$ cat config.mk
export PLATFORM = sky130hd
export DESIGN_NAME = alu_sequencer
export DESIGN_NICKNAME = d
export VERILOG_FILES = /design/src/rtl/alu_pkg.sv /design/src/rtl/alu_seq_timer.sv /design/src/rtl/alu_sequencer.sv
export SDC_FILE = /design/constraint.sdc
export NUM_CORES = 1
export LEC_CHECK = 0
export ABC_AREA = 1
export CAP_MARGIN = 20
export CORE_MARGIN = 4
export CORE_UTILIZATION = 43
export CTS_BUF_LIST = sky130_fd_sc_hd__clkbuf_8
export DETAILED_ROUTE_END_ITERATION = 10
export GPL_TIMING_DRIVEN = 0
export PLACE_DENSITY = 0.7
export SKIP_CTS_REPAIR_TIMING = 1
export SLEW_MARGIN = 15
export SYNTH_ARGS = -nofsm -noshare
export SYNTH_HDL_FRONTEND = slang
export SYNTH_SLANG_ARGS = --single-unit
$ cat constraint.sdc
create_clock -name clk -period 2.9 [get_ports clk]
set_input_delay 0.58 -clock clk [delete_from_list [all_inputs] [get_ports clk]]
set_output_delay 0.58 -clock clk [all_outputs]
set_load 0.05 [all_outputs]
$ cat src/rtl/alu_pkg.sv
// Shared opcode and sequencer state encodings for the ALU, its sequencer and control unit.
package alu_pkg;

  typedef enum logic [1:0] {
    OP_ADD = 2'b00,
    OP_SUB = 2'b01,
    OP_MUL = 2'b10,
    OP_DIV = 2'b11
  } op_e;

  typedef enum logic [2:0] {
    ST_IDLE  = 3'd0,
    ST_BEGIN = 3'd1,
    ST_OPA   = 3'd2,
    ST_OPB   = 3'd3,
    ST_HI2   = 3'd4,
    ST_RESP  = 3'd5
  } state_e;

  // MUL and DIV return two bytes from the ALU; ADD and SUB return one.
  function automatic logic is_two_byte(input op_e op);
    return (op == OP_MUL) || (op == OP_DIV);
  endfunction

endpackage

$ cat src/rtl/alu_seq_timer.sv
// Down-counting wait timer: clear loads TIMEOUT_CYCLES-1, tc flags the last allowed cycle.
module alu_seq_timer #(
  parameter int unsigned TIMEOUT_CYCLES = 64
) (
  input  logic clk,
  input  logic reset,
  input  logic clear,
  input  logic enable,
  output logic tc
);

  localparam int unsigned CW = $clog2(TIMEOUT_CYCLES + 1);

  logic [CW-1:0] count_q, count_d;

  always_comb begin
    count_d = count_q;
    if (clear) begin
      count_d = CW'(TIMEOUT_CYCLES - 1);
    end else if (enable && (count_q != '0)) begin
      count_d = count_q - 1'b1;
    end
  end

  always_ff @(posedge clk) begin
    if (reset) begin
      count_q <= '0;
    end else begin
      count_q <= count_d;
    end
  end

  assign tc = (count_q == '0);

endmodule

$ cat src/rtl/alu_sequencer.sv
// Sequences one command through a byte-serial ALU handshake and returns a 16-bit response.
//
// state    | meaning
// ST_IDLE  | ready for a command
// ST_BEGIN | alu_begin with opcode, bus zero
// ST_OPA   | alu_begin with operand A
// ST_OPB   | operand B held, waiting for alu_end or timeout
// ST_HI2   | capture second result byte (MUL/DIV)
// ST_RESP  | response held until rsp_ready
module alu_sequencer
  import alu_pkg::*;
#(
  parameter int unsigned TIMEOUT_CYCLES = 64
) (
  input  logic        clk,
  input  logic        reset,
  input  logic        cmd_valid,
  output logic        cmd_ready,
  input  logic [1:0]  cmd_op,
  input  logic [7:0]  cmd_a,
  input  logic [7:0]  cmd_b,
  output logic        alu_begin,
  output logic [1:0]  alu_op_code,
  output logic [7:0]  alu_inbus,
  input  logic [7:0]  alu_outbus,
  input  logic        alu_end,
  output logic        rsp_valid,
  input  logic        rsp_ready,
  output logic [15:0] rsp_data,
  output logic        rsp_timeout,
  output logic        busy
);

  state_e      state_q, state_d;
  op_e         op_q, op_d;
  logic [7:0]  a_q, a_d, b_q, b_d, byte0_q, byte0_d;
  logic        cmd_ready_q, cmd_ready_d, busy_q, busy_d;
  logic        alu_begin_q, alu_begin_d;
  logic [1:0]  alu_op_code_q, alu_op_code_d;
  logic [7:0]  alu_inbus_q, alu_inbus_d;
  logic        rsp_valid_q, rsp_valid_d, rsp_timeout_q, rsp_timeout_d;
  logic [15:0] rsp_data_q, rsp_data_d;
  logic        timer_tc;

  alu_seq_timer #(.TIMEOUT_CYCLES(TIMEOUT_CYCLES)) u_timer (
    .clk    (clk),
    .reset  (reset),
    .clear  (state_q == ST_OPA),
    .enable (state_q == ST_OPB),
    .tc     (timer_tc)
  );

  always_comb begin
    state_d       = state_q;
    op_d          = op_q;
    a_d           = a_q;
    b_d           = b_q;
    byte0_d       = byte0_q;
    rsp_data_d    = rsp_data_q;
    rsp_timeout_d = rsp_timeout_q;

    case (state_q)
      ST_IDLE: begin
        if (cmd_valid && cmd_ready_q) begin
          op_d    = op_e'(cmd_op);
          a_d     = cmd_a;
          b_d     = cmd_b;
          state_d = ST_BEGIN;
        end
      end
      ST_BEGIN: state_d = ST_OPA;
      ST_OPA:   state_d = ST_OPB;
      ST_OPB: begin
        // alu_end wins over a timer expiring in the same cycle.
        if (alu_end) begin
          byte0_d = alu_outbus;
          if (is_two_byte(op_q)) begin
            state_d = ST_HI2;
          end else begin
            rsp_data_d    = {8'h00, alu_outbus};
            rsp_timeout_d = 1'b0;
            state_d       = ST_RESP;
          end
        end else if (timer_tc) begin
          rsp_data_d    = 16'h0000;
          rsp_timeout_d = 1'b1;
          state_d       = ST_RESP;
        end
      end
      ST_HI2: begin
        rsp_data_d    = {byte0_q, alu_outbus};
        rsp_timeout_d = 1'b0;
        state_d       = ST_RESP;
      end
      ST_RESP: begin
        if (rsp_ready) begin
          rsp_data_d    = 16'h0000;
          rsp_timeout_d = 1'b0;
          state_d       = ST_IDLE;
        end
      end
      default: state_d = ST_IDLE;
    endcase

    // Outputs are decoded from the next state so they register in step with it.
    cmd_ready_d   = (state_d == ST_IDLE);
    busy_d        = (state_d != ST_IDLE);
    alu_begin_d   = (state_d == ST_BEGIN) || (state_d == ST_OPA);
    rsp_valid_d   = (state_d == ST_RESP);
    alu_op_code_d = 2'b00;
    alu_inbus_d   = 8'h00;
    case (state_d)
      ST_BEGIN: alu_op_code_d = op_d;
      ST_OPA: begin
        alu_op_code_d = op_d;
        alu_inbus_d   = a_d;
      end
      ST_OPB, ST_HI2: begin
        alu_op_code_d = op_d;
        alu_inbus_d   = b_d;
      end
      default: ;
    endcase
  end

  always_ff @(posedge clk) begin
    if (reset) begin
      state_q       <= ST_IDLE;
      op_q          <= OP_ADD;
      a_q           <= 8'h00;
      b_q           <= 8'h00;
      byte0_q       <= 8'h00;
      cmd_ready_q   <= 1'b1;
      busy_q        <= 1'b0;
      alu_begin_q   <= 1'b0;
      alu_op_code_q <= 2'b00;
      alu_inbus_q   <= 8'h00;
      rsp_valid_q   <= 1'b0;
      rsp_data_q    <= 16'h0000;
      rsp_timeout_q <= 1'b0;
    end else begin
      state_q       <= state_d;
      op_q          <= op_d;
      a_q           <= a_d;
      b_q           <= b_d;
      byte0_q       <= byte0_d;
      cmd_ready_q   <= cmd_ready_d;
      busy_q        <= busy_d;
      alu_begin_q   <= alu_begin_d;
      alu_op_code_q <= alu_op_code_d;
      alu_inbus_q   <= alu_inbus_d;
      rsp_valid_q   <= rsp_valid_d;
      rsp_data_q    <= rsp_data_d;
      rsp_timeout_q <= rsp_timeout_d;
    end
  end

  assign cmd_ready   = cmd_ready_q;
  assign busy        = busy_q;
  assign alu_begin   = alu_begin_q;
  assign alu_op_code = alu_op_code_q;
  assign alu_inbus   = alu_inbus_q;
  assign rsp_valid   = rsp_valid_q;
  assign rsp_data    = rsp_data_q;
  assign rsp_timeout = rsp_timeout_q;

endmodule

Yosys cells after proc, flatten, opt, wreduce, memory -nomap -nowiden

Cells that the tools add are included.
Widths: inputs -> output; s select.

Flip-flop bits (word level): 67
Input port bits: 31
Output and inout port bits: 31
Word-level logic and storage cells: 74

$add $sub $neg: 1
Equal/unequal tests: 15
Mux-type cells: 25
Bitwise logic cells: 1
Reduce and logical (&&, ||, !) cells: 17

Operator list:

| kind                | number |
|---|---|
| $mux 16             | 4 |
| $pmux 16 s3         | 1 |
| $mux 8              | 4 |
| $pmux 3 s6          | 1 |
| $pmux 8 s2          | 1 |
| $eq 3x2->1 const B  | 4 |
| $eq 3x3->1 const B  | 4 |
| $mux 3              | 4 |
| $mux 6              | 2 |
| $logic_not 7->1     | 1 |
| $reduce_bool 7->1   | 1 |
| $sub 7x1->7 const B | 1 |
| $eq 3x1->1 const B  | 2 |
| $logic_not 3->1     | 2 |
| $ne 3x3->1 const B  | 2 |
| $reduce_bool 3->1   | 2 |
| $reduce_or 2->1     | 3 |
| $mux 1              | 5 |
| $eq 2x2->1 const B  | 2 |
| $mux 2              | 2 |
| $reduce_and 4->1    | 1 |
| $reduce_or 4->1     | 1 |
| $pmux 1 s3          | 1 |
| $logic_and 1x1->1   | 2 |
| 5 further kinds     | 6 |

Depth between registers and ports, before layout

Gate-level depths: netlist of the first run.

Depth in word-level cells: 9
Gate-level depth with buffers: 12
Depth with buffers taken out: 12

Cells and area by module

Synthesis of the first run repeated with hierarchy kept, for this count alone.

Cells, all modules: 343
Area total of the unflattened synthesis: 2,601.2 um^2

By module, submodules not included:

| module        | times used | cells an instance | area an instance (um^2) | sequential area each (um^2) |
|---|---|---|---|---|
| alu_sequencer | 1          | 275               | 2,150.8                 | 1,201.2 |
| alu_seq_timer | 1          | 68                | 450.4                   | 140.1 |

Worst setup path before layout of the first run

OpenSTA, ideal clock, no wires.

Path type: input -> register
From: in reset
To: reg rsp_data_q[10], in the netlist rsp_data[10]
Setup time: 64 ps
Data arrival time: 1,554 ps
Data required time: 2,836 ps
Setup slack: 1,281 ps
Stages on the path: 6
Buffers on the path: 3
Cell sequence: buf_2 > clkinv_1 > clkbuf_1 > clkbuf_1 > nand2_1 > nor2_1

RTL lines:

| what                   | line                 | source |
|---|---|---|
| start: declaration     | alu_sequencer.sv:16  | `input logic reset,` |
| end signal: assignment | alu_sequencer.sv:153 | `rsp_data_q <= rsp_data_d;` |
| end: declaration       | alu_sequencer.sv:42  | `logic [15:0] rsp_data_q, rsp_data_d;` |

Worst setup path after layout of the first run

From: reg alu_begin_q, in the netlist alu_begin
To: out alu_begin

RTL lines:

| what                     | line                 | source |
|---|---|---|
| start: declaration       | alu_sequencer.sv:38  | `logic alu_begin_q, alu_begin_d;` |
| start signal: assignment | alu_sequencer.sv:149 | `alu_begin_q <= alu_begin_d;` |
| end: declaration         | alu_sequencer.sv:22  | `output logic alu_begin,` |

No word-level cell between the ends.

==> run_results.csv, run 1 <==
group,metric,value,unit
timing,tightest_slew,526,ps
cells_and_area,area_delta_synth_final,31.1,%
timing,finalClockSkew,7.11,ps
setup_path,cp_num_buf_inv,1,
global_routing,antenna_found_initial,0,
placed_design,place.gp.congestion,0.848,
clock_tree,root_buffer,"clkbuf_8",
detailed_routing,routed-wl-met3,305,um
placed_design,portBuffers,60,
timing,hold_violations,0,
setup_path,r2r-end,"alu_inbus[3]",
setup_path,crit_slowest_cell,"clkdlybuf4s50_1",
detailed_routing,post-route-drc-count,0,
synth,avgSynthCellArea,7.32,um^2
synth,synth.cell_area,2750,um^2
worst_hold_path,hold_class,"register to register",
die,die_w,87.9,um
setup_path,arrival,1480,ps
setup_path,crit_fanout,1,
die,ios,62,
die,initial_core_util,45.3,%
timing,slew_headroom,64.9,%
flow_run,drv_cap,0,
global_routing,grt_max_degree,11,
cells_and_area,antenna_cells,0,
setup_path,regToRegStartpoint,"u_timer.count_q[0]",
synth,synthDominantCellAreaShare,48.9,%
setup_path,required,2320,ps
synth,seq_area_frac_synth,48.9,%
timing,drv_slew,0,
detailed_routing,vias,2594,
synth,syn_nets,408,
detailed_routing,wl_per_cell,12.3,um
power,powerDensity,839,nW/um^2
detailed_routing,final_antenna_net_count,0,
timing,fin_crit,2060,ps
die,core_area,6060,um^2
clock_tree,htree_levels,3,
synth,ys_seq_elements,67,
worst_hold_path,hold_depth,2,
setup_path,crit_family,"buffers and inverters",
detailed_routing,topRoutingLayerUsed,"met4",
detailed_routing,route.met2.wl,3040,um
synth,ys_types,23,
status,status,"complete, no violations",
timing,period_share,71.0,%
clock_tree,clkSlewWorstSetupHoldPaths,60,ps
setup_path,critical_path.startpoint_type,"register",
setup_path,cp.depth,1,
detailed_routing,drt_wl_total,6460,um
global_routing,grt_pass1_vias,2553,
die,row_count,28,
timing,fmax,485,MHz
cells_and_area,final_cell_mix,"nand2_1 (93), dfxtp_1 (67), clkdlybuf4s50_1 (60), nor2_1 (46)",
die,die-area,7730,um^2
cells_and_area,final_common_cell,"nand2_1",
setup_path,slowest_delay,810,ps
power,power_leakage,1.52,nW
die,die_y,87.9,um
detailed_routing,dr.pass1.iters,4,
timing,tns,0,ps
setup_path,startpoint,"alu_begin",
synth,synth_area_leaders,"dfxtp_1 (49%), nand2_1 (13%), nand3_1 (6.9%)",
synth,synth_cells,375,
setup_path,end_kind,"output pin",
timing,rsz0062_at_grt,"no",
global_routing,grt_pass1_wl,11000,um
global_routing,track_usage,18.0,%
clock_tree,clock-sinks,67,
placed_design,dp_hpwl,4740,um
clock_tree,cts_inserted_buffers,9,
cells_and_area,drive_above_1_share,6.22,%
clock_tree,clk_latency,330,ps
detailed_routing,via_per_inst,4.94,
setup_path,r2r_slack,1000,ps
timing,setup_viol,0,
setup_path,rr_worst_depth,9,
cells_and_area,nets,479,
synth,synth_top_cell_by_area,"dfxtp_1",
setup_path,crit_type,"register to output pin",
synth,synth_warnings,0,
cells_and_area,fin_util,59.4,%
setup_path,cp_cell_sequence,"clkdlybuf4s50_1",
global_routing,grt_overflow_total,0,
detailed_routing,wl_met1,2980,um
setup_path,critPathCapture,"alu_begin",
detailed_routing,drt_iter0_drc,150,
clock_tree,clk_path_buf_depth,2,
clock_tree,cts_tree,"built",
power,vdd_drop_max,0.460,mV
[cells by family after synthesis]
logic type / share of synthesized area, %
compound gates: 12.2
xor+xnor: 0.957
fa+ha+maj: 0.911
buf+inv: 8.07
flops: 48.9
mux: 0.729
simple gates: 28.3
[worst min path at each step]
stage	end	start	slack [ps]
after detailed placement	b_q[4]	b_q[4]	440
after floorplan	b_q[0]	b_q[0]	430
after global placement	b_q[0]	b_q[0]	440
after global routing	b_q[3]	b_q[3]	470
final	b_q[4]	b_q[4]	450
after CTS	b_q[0]	b_q[0]	450
[report_power, final]
group          leakage, nW  internal, mW  total, mW  switching (mW)
Sequential           0.546          1.11       1.20          0.0864
Combinational        0.879         0.407       1.18           0.770
Clock               0.0943         0.318      0.644           0.326
[flip-flops by register name, indices dropped and copies added, names as in the netlist]
name and cells:
rsp_data 16, a_q 8, alu_inbus 8, b_q 8, byte0_q 8, u_timer.count_q 7, state_q 3, alu_op_code 2
op_q 2, alu_begin 1, busy 1, cmd_ready 1, rsp_timeout 1, rsp_valid 1
[cell usage after synthesis, drive strengths merged]
master	number
nor2	47
nor3	2
a211oi	9
nand2	93
buf	8
ha	2
xor2	1
xnor2	2
a21oi	37
clkbuf	8
o21ai	14
nand3	41
a31oi	2
clkinv	1
dfxtp	67
mux2i	2
inv	38
nand4	1
[area by class of cell]
type                    count  area, um^2
well taps                  75        93.8
fillers                   577        2460
plain buffers              16        75.1
clock inverters             5        22.5
repair buffers             60         601
clock buffers              10         138
flip-flops and latches     67        1340
multi-input cells         253        1180
inverters                  39         146
[layer usage]
layer	up-vias	GRT usage (%)
li1	1340	-
met4	0	7.95
met5	-	0
met1	1185	21.7
met2	56	30.6
met3	13	4.23
[through the flow]
stage	area, um^2	hold slack [ps]	power (mW)	std cells	setup slack (ps)
after global placement	3440	436	2.38	510	693
final	3600	448	3.02	525	840
after detailed placement	3440	440	2.40	510	678
after global routing	3600	473	3.22	525	784
after floorplan	2750	425	2.04	375	1280
after CTS	3600	449	3.04	525	829
No activity file was read; power rests on OpenSTA's default activity.
==> run 2, diff against run 1 <==
==> constraint.sdc (replaced) <==
create_clock -name clk -period 1.9 [get_ports clk]
set_input_delay 0.38 -clock clk [delete_from_list [all_inputs] [get_ports clk]]
set_output_delay 0.38 -clock clk [all_outputs]
set_load 0.05 [all_outputs]
==> run_results.csv, run 2 (synthesis results as in run 1) <==
group,metric,value,unit
power,pwr-share-seq,39.5,%
cells_and_area,fill_cells,574,
setup_path,rr_worst_depth,11,
placed_design,dp_hpwl,4740,um
timing,finalClockSkew,7.91,ps
cells_and_area,final_cell_mix,"nand2_1 (92), dfxtp_1 (67), clkdlybuf4s50_1 (51), nor2_1 (46)",
detailed_routing,post-route-drc-count,0,
cells_and_area,nets,483,
timing,slew_headroom,64.7,%
placed_design,place.gp.congestion,0.848,
setup_path,crit_fanout,2,
placed_design,portBuffers,60,
setup_path,startpoint,"rsp_data[4]",
clock_tree,clk_path_buf_depth,2,
detailed_routing,vias,2574,
setup_path,regToRegStartpoint,"u_timer.count_q[0]",
flow_run,drv_cap,0,
setup_path,slowest_delay,810,ps
cells_and_area,design_area,3670,um^2
clock_tree,htree_levels,3,
clock_tree,cts_tree,"built",
cells_and_area,largest_reg_flops,16,
worst_hold_path,hold_class,"input pin to register",
timing,fin_crit,1850,ps
detailed_routing,dr.pass1.iters,5,
power,vdd_drop_max,0.704,mV
detailed_routing,final_antenna_net_count,0,
setup_path,cp_num_buf_inv,1,
setup_path,end_kind,"output pin",
power,internal_power,2.81,mW
clock_tree,clk_latency,330,ps
global_routing,grt_pass1_wl,11000,um
setup_path,r2r-end,"rsp_timeout",
setup_path,critPathCapture,"rsp_data[4]",
setup_path,arrival,1470,ps
global_routing,antenna_found_initial,0,
setup_path,required,1520,ps
placed_design,pre_cts_ws,-122,ps
timing,worst_slack,46.9,ps
setup_path,critical_path.startpoint_type,"register",
power,powerDensity,1260,nW/um^2
detailed_routing,drt_wl_total,6520,um
cells_and_area,seq_area,1340,um^2
timing,drv_slew,0,
power,clkPwrFrac,21.2,%
power,power_leakage,1.69,nW
cells_and_area,area_delta_synth_final,33.5,%
die,die_w,87.9,um
detailed_routing,wl_per_cell,12.3,um
timing,setup_viol,0,
setup_path,crit_type,"register to output pin",
die,ios,62,
global_routing,grt_overflow_total,0,
cells_and_area,final_common_cell,"nand2_1",
setup_path,cp_cell_sequence,"clkdlybuf4s50_1",
power,switching_share,39.2,%
detailed_routing,via_per_inst,4.87,
die,core_area,6060,um^2
setup_path,crit_slowest_cell,"clkdlybuf4s50_1",
die,die-area,7730,um^2
die,row_count,28,
setup_path,cp.depth,1,
cells_and_area,antenna_cells,0,
power,power_frac_comb,39.3,%
timing,period_share,97.5,%
cells_and_area,drive_above_1_share,7.93,%
timing,tightest_slew,530,ps
timing,hold_violations,0,
detailed_routing,drt_iter0_drc,152,
global_routing,track_usage,18.0,%
clock_tree,clkSlewWorstSetupHoldPaths,70,ps
global_routing,grt_pass1_vias,2553,
placed_design,placed_cell_area,3440,um^2
worst_hold_path,min_from,"reset",
cells_and_area,multi_input_area,1190,um^2
setup_path,crit_family,"buffers and inverters",
timing,fmax,540,MHz
die,die_y,87.9,um
power,power.switching,1.82,mW
setup_path,r2r_slack,160,ps
global_routing,grt_max_degree,11,
clock_tree,clock-sinks,67,
status,status,"complete, no violations",
clock_tree,root_buffer,"clkbuf_8",
clock_tree,cts_inserted_buffers,9,
die,initial_core_util,45.3,%
run 2: cell types whose count changed in the layout (fill, tap and decap cells not counted), moves of 3 or more:
cell             delta
buf_4               +4
clkbuf_1            -3
clkbuf_2            +3
clkdlybuf4s50_1     -9
dlymetal6s2s_1      +9
run 2: worst min-delay path by stage:
stage / to / depth (start not counted)
detailed placement: b_q[4] / 2
global route: a_q[3] / 2
finish: a_q[3] / 2
CTS: a_q[3] / 2
global placement: b_q[0] / 2
floorplan: b_q[0] / 2
run 2: cell type report:
| cell class | instances | share of cell area [%] |
|---|---|---|
| well taps | 75 | 2.56 |
| inverters | 39 | 3.99 |
| clock inverters | 5 | 0.614 |
| flip-flops and latches | 67 | 36.6 |
| plain buffers | 16 | 2.15 |
| multi-input cells | 253 | 32.5 |
| clock buffers | 10 | 3.75 |
| repair buffers | 64 | 17.8 |
run 2: per-stage QoR:
stage / total power [mW] / cells / hold slack, ps / TNS [ps] / utilization, %
2_1_floorplan: 3.12 / 375 / 425 / 0 / -
6_report: 4.63 / 529 / 395 / 0 / 60.5
4_1_cts: 4.64 / 525 / 384 / -5.65 / 59.4
3_3_place_gp: 3.63 / 510 / 436 / -1150 / 56.8
5_1_grt: 4.94 / 529 / 403 / -11.1 / 60.5
3_5_place_dp: 3.66 / 510 / 440 / -1310 / 56.8
run 2: routing by layer:
layer	share of wire (%)	vias up	GRT usage, %
met5	0	-	0
met4	1.8	0	7.95
met3	4.6	11	4.23
met2	47	54	30.6
met1	47	1160	21.7
li1	-	1349	-
run 2: power groups by stage:
stage / sequential (mW) / clock, mW / combinational, mW
floorplan: 2.27 / 0 / 0.849
global placement: 1.85 / 0 / 1.78
detailed placement: 1.86 / 0 / 1.80
CTS: 1.83 / 1.00 / 1.81
global route: 1.86 / 1.08 / 2.01
finish: 1.83 / 0.982 / 1.82
==> run 3, diff against run 2 <==
--- a/config.mk
+++ b/config.mk
@@ -6,7 +6,7 @@
 export NUM_CORES = 1
 export LEC_CHECK = 0
 export ABC_AREA = 1
-export CAP_MARGIN = 20
+export CAP_MARGIN = 40
 export CORE_MARGIN = 4
 export CORE_UTILIZATION = 43
 export CTS_BUF_LIST = sky130_fd_sc_hd__clkbuf_8
==> results of run 3 <==
Same layout as run 2: the final DEF is identical, and so are final timing and power.
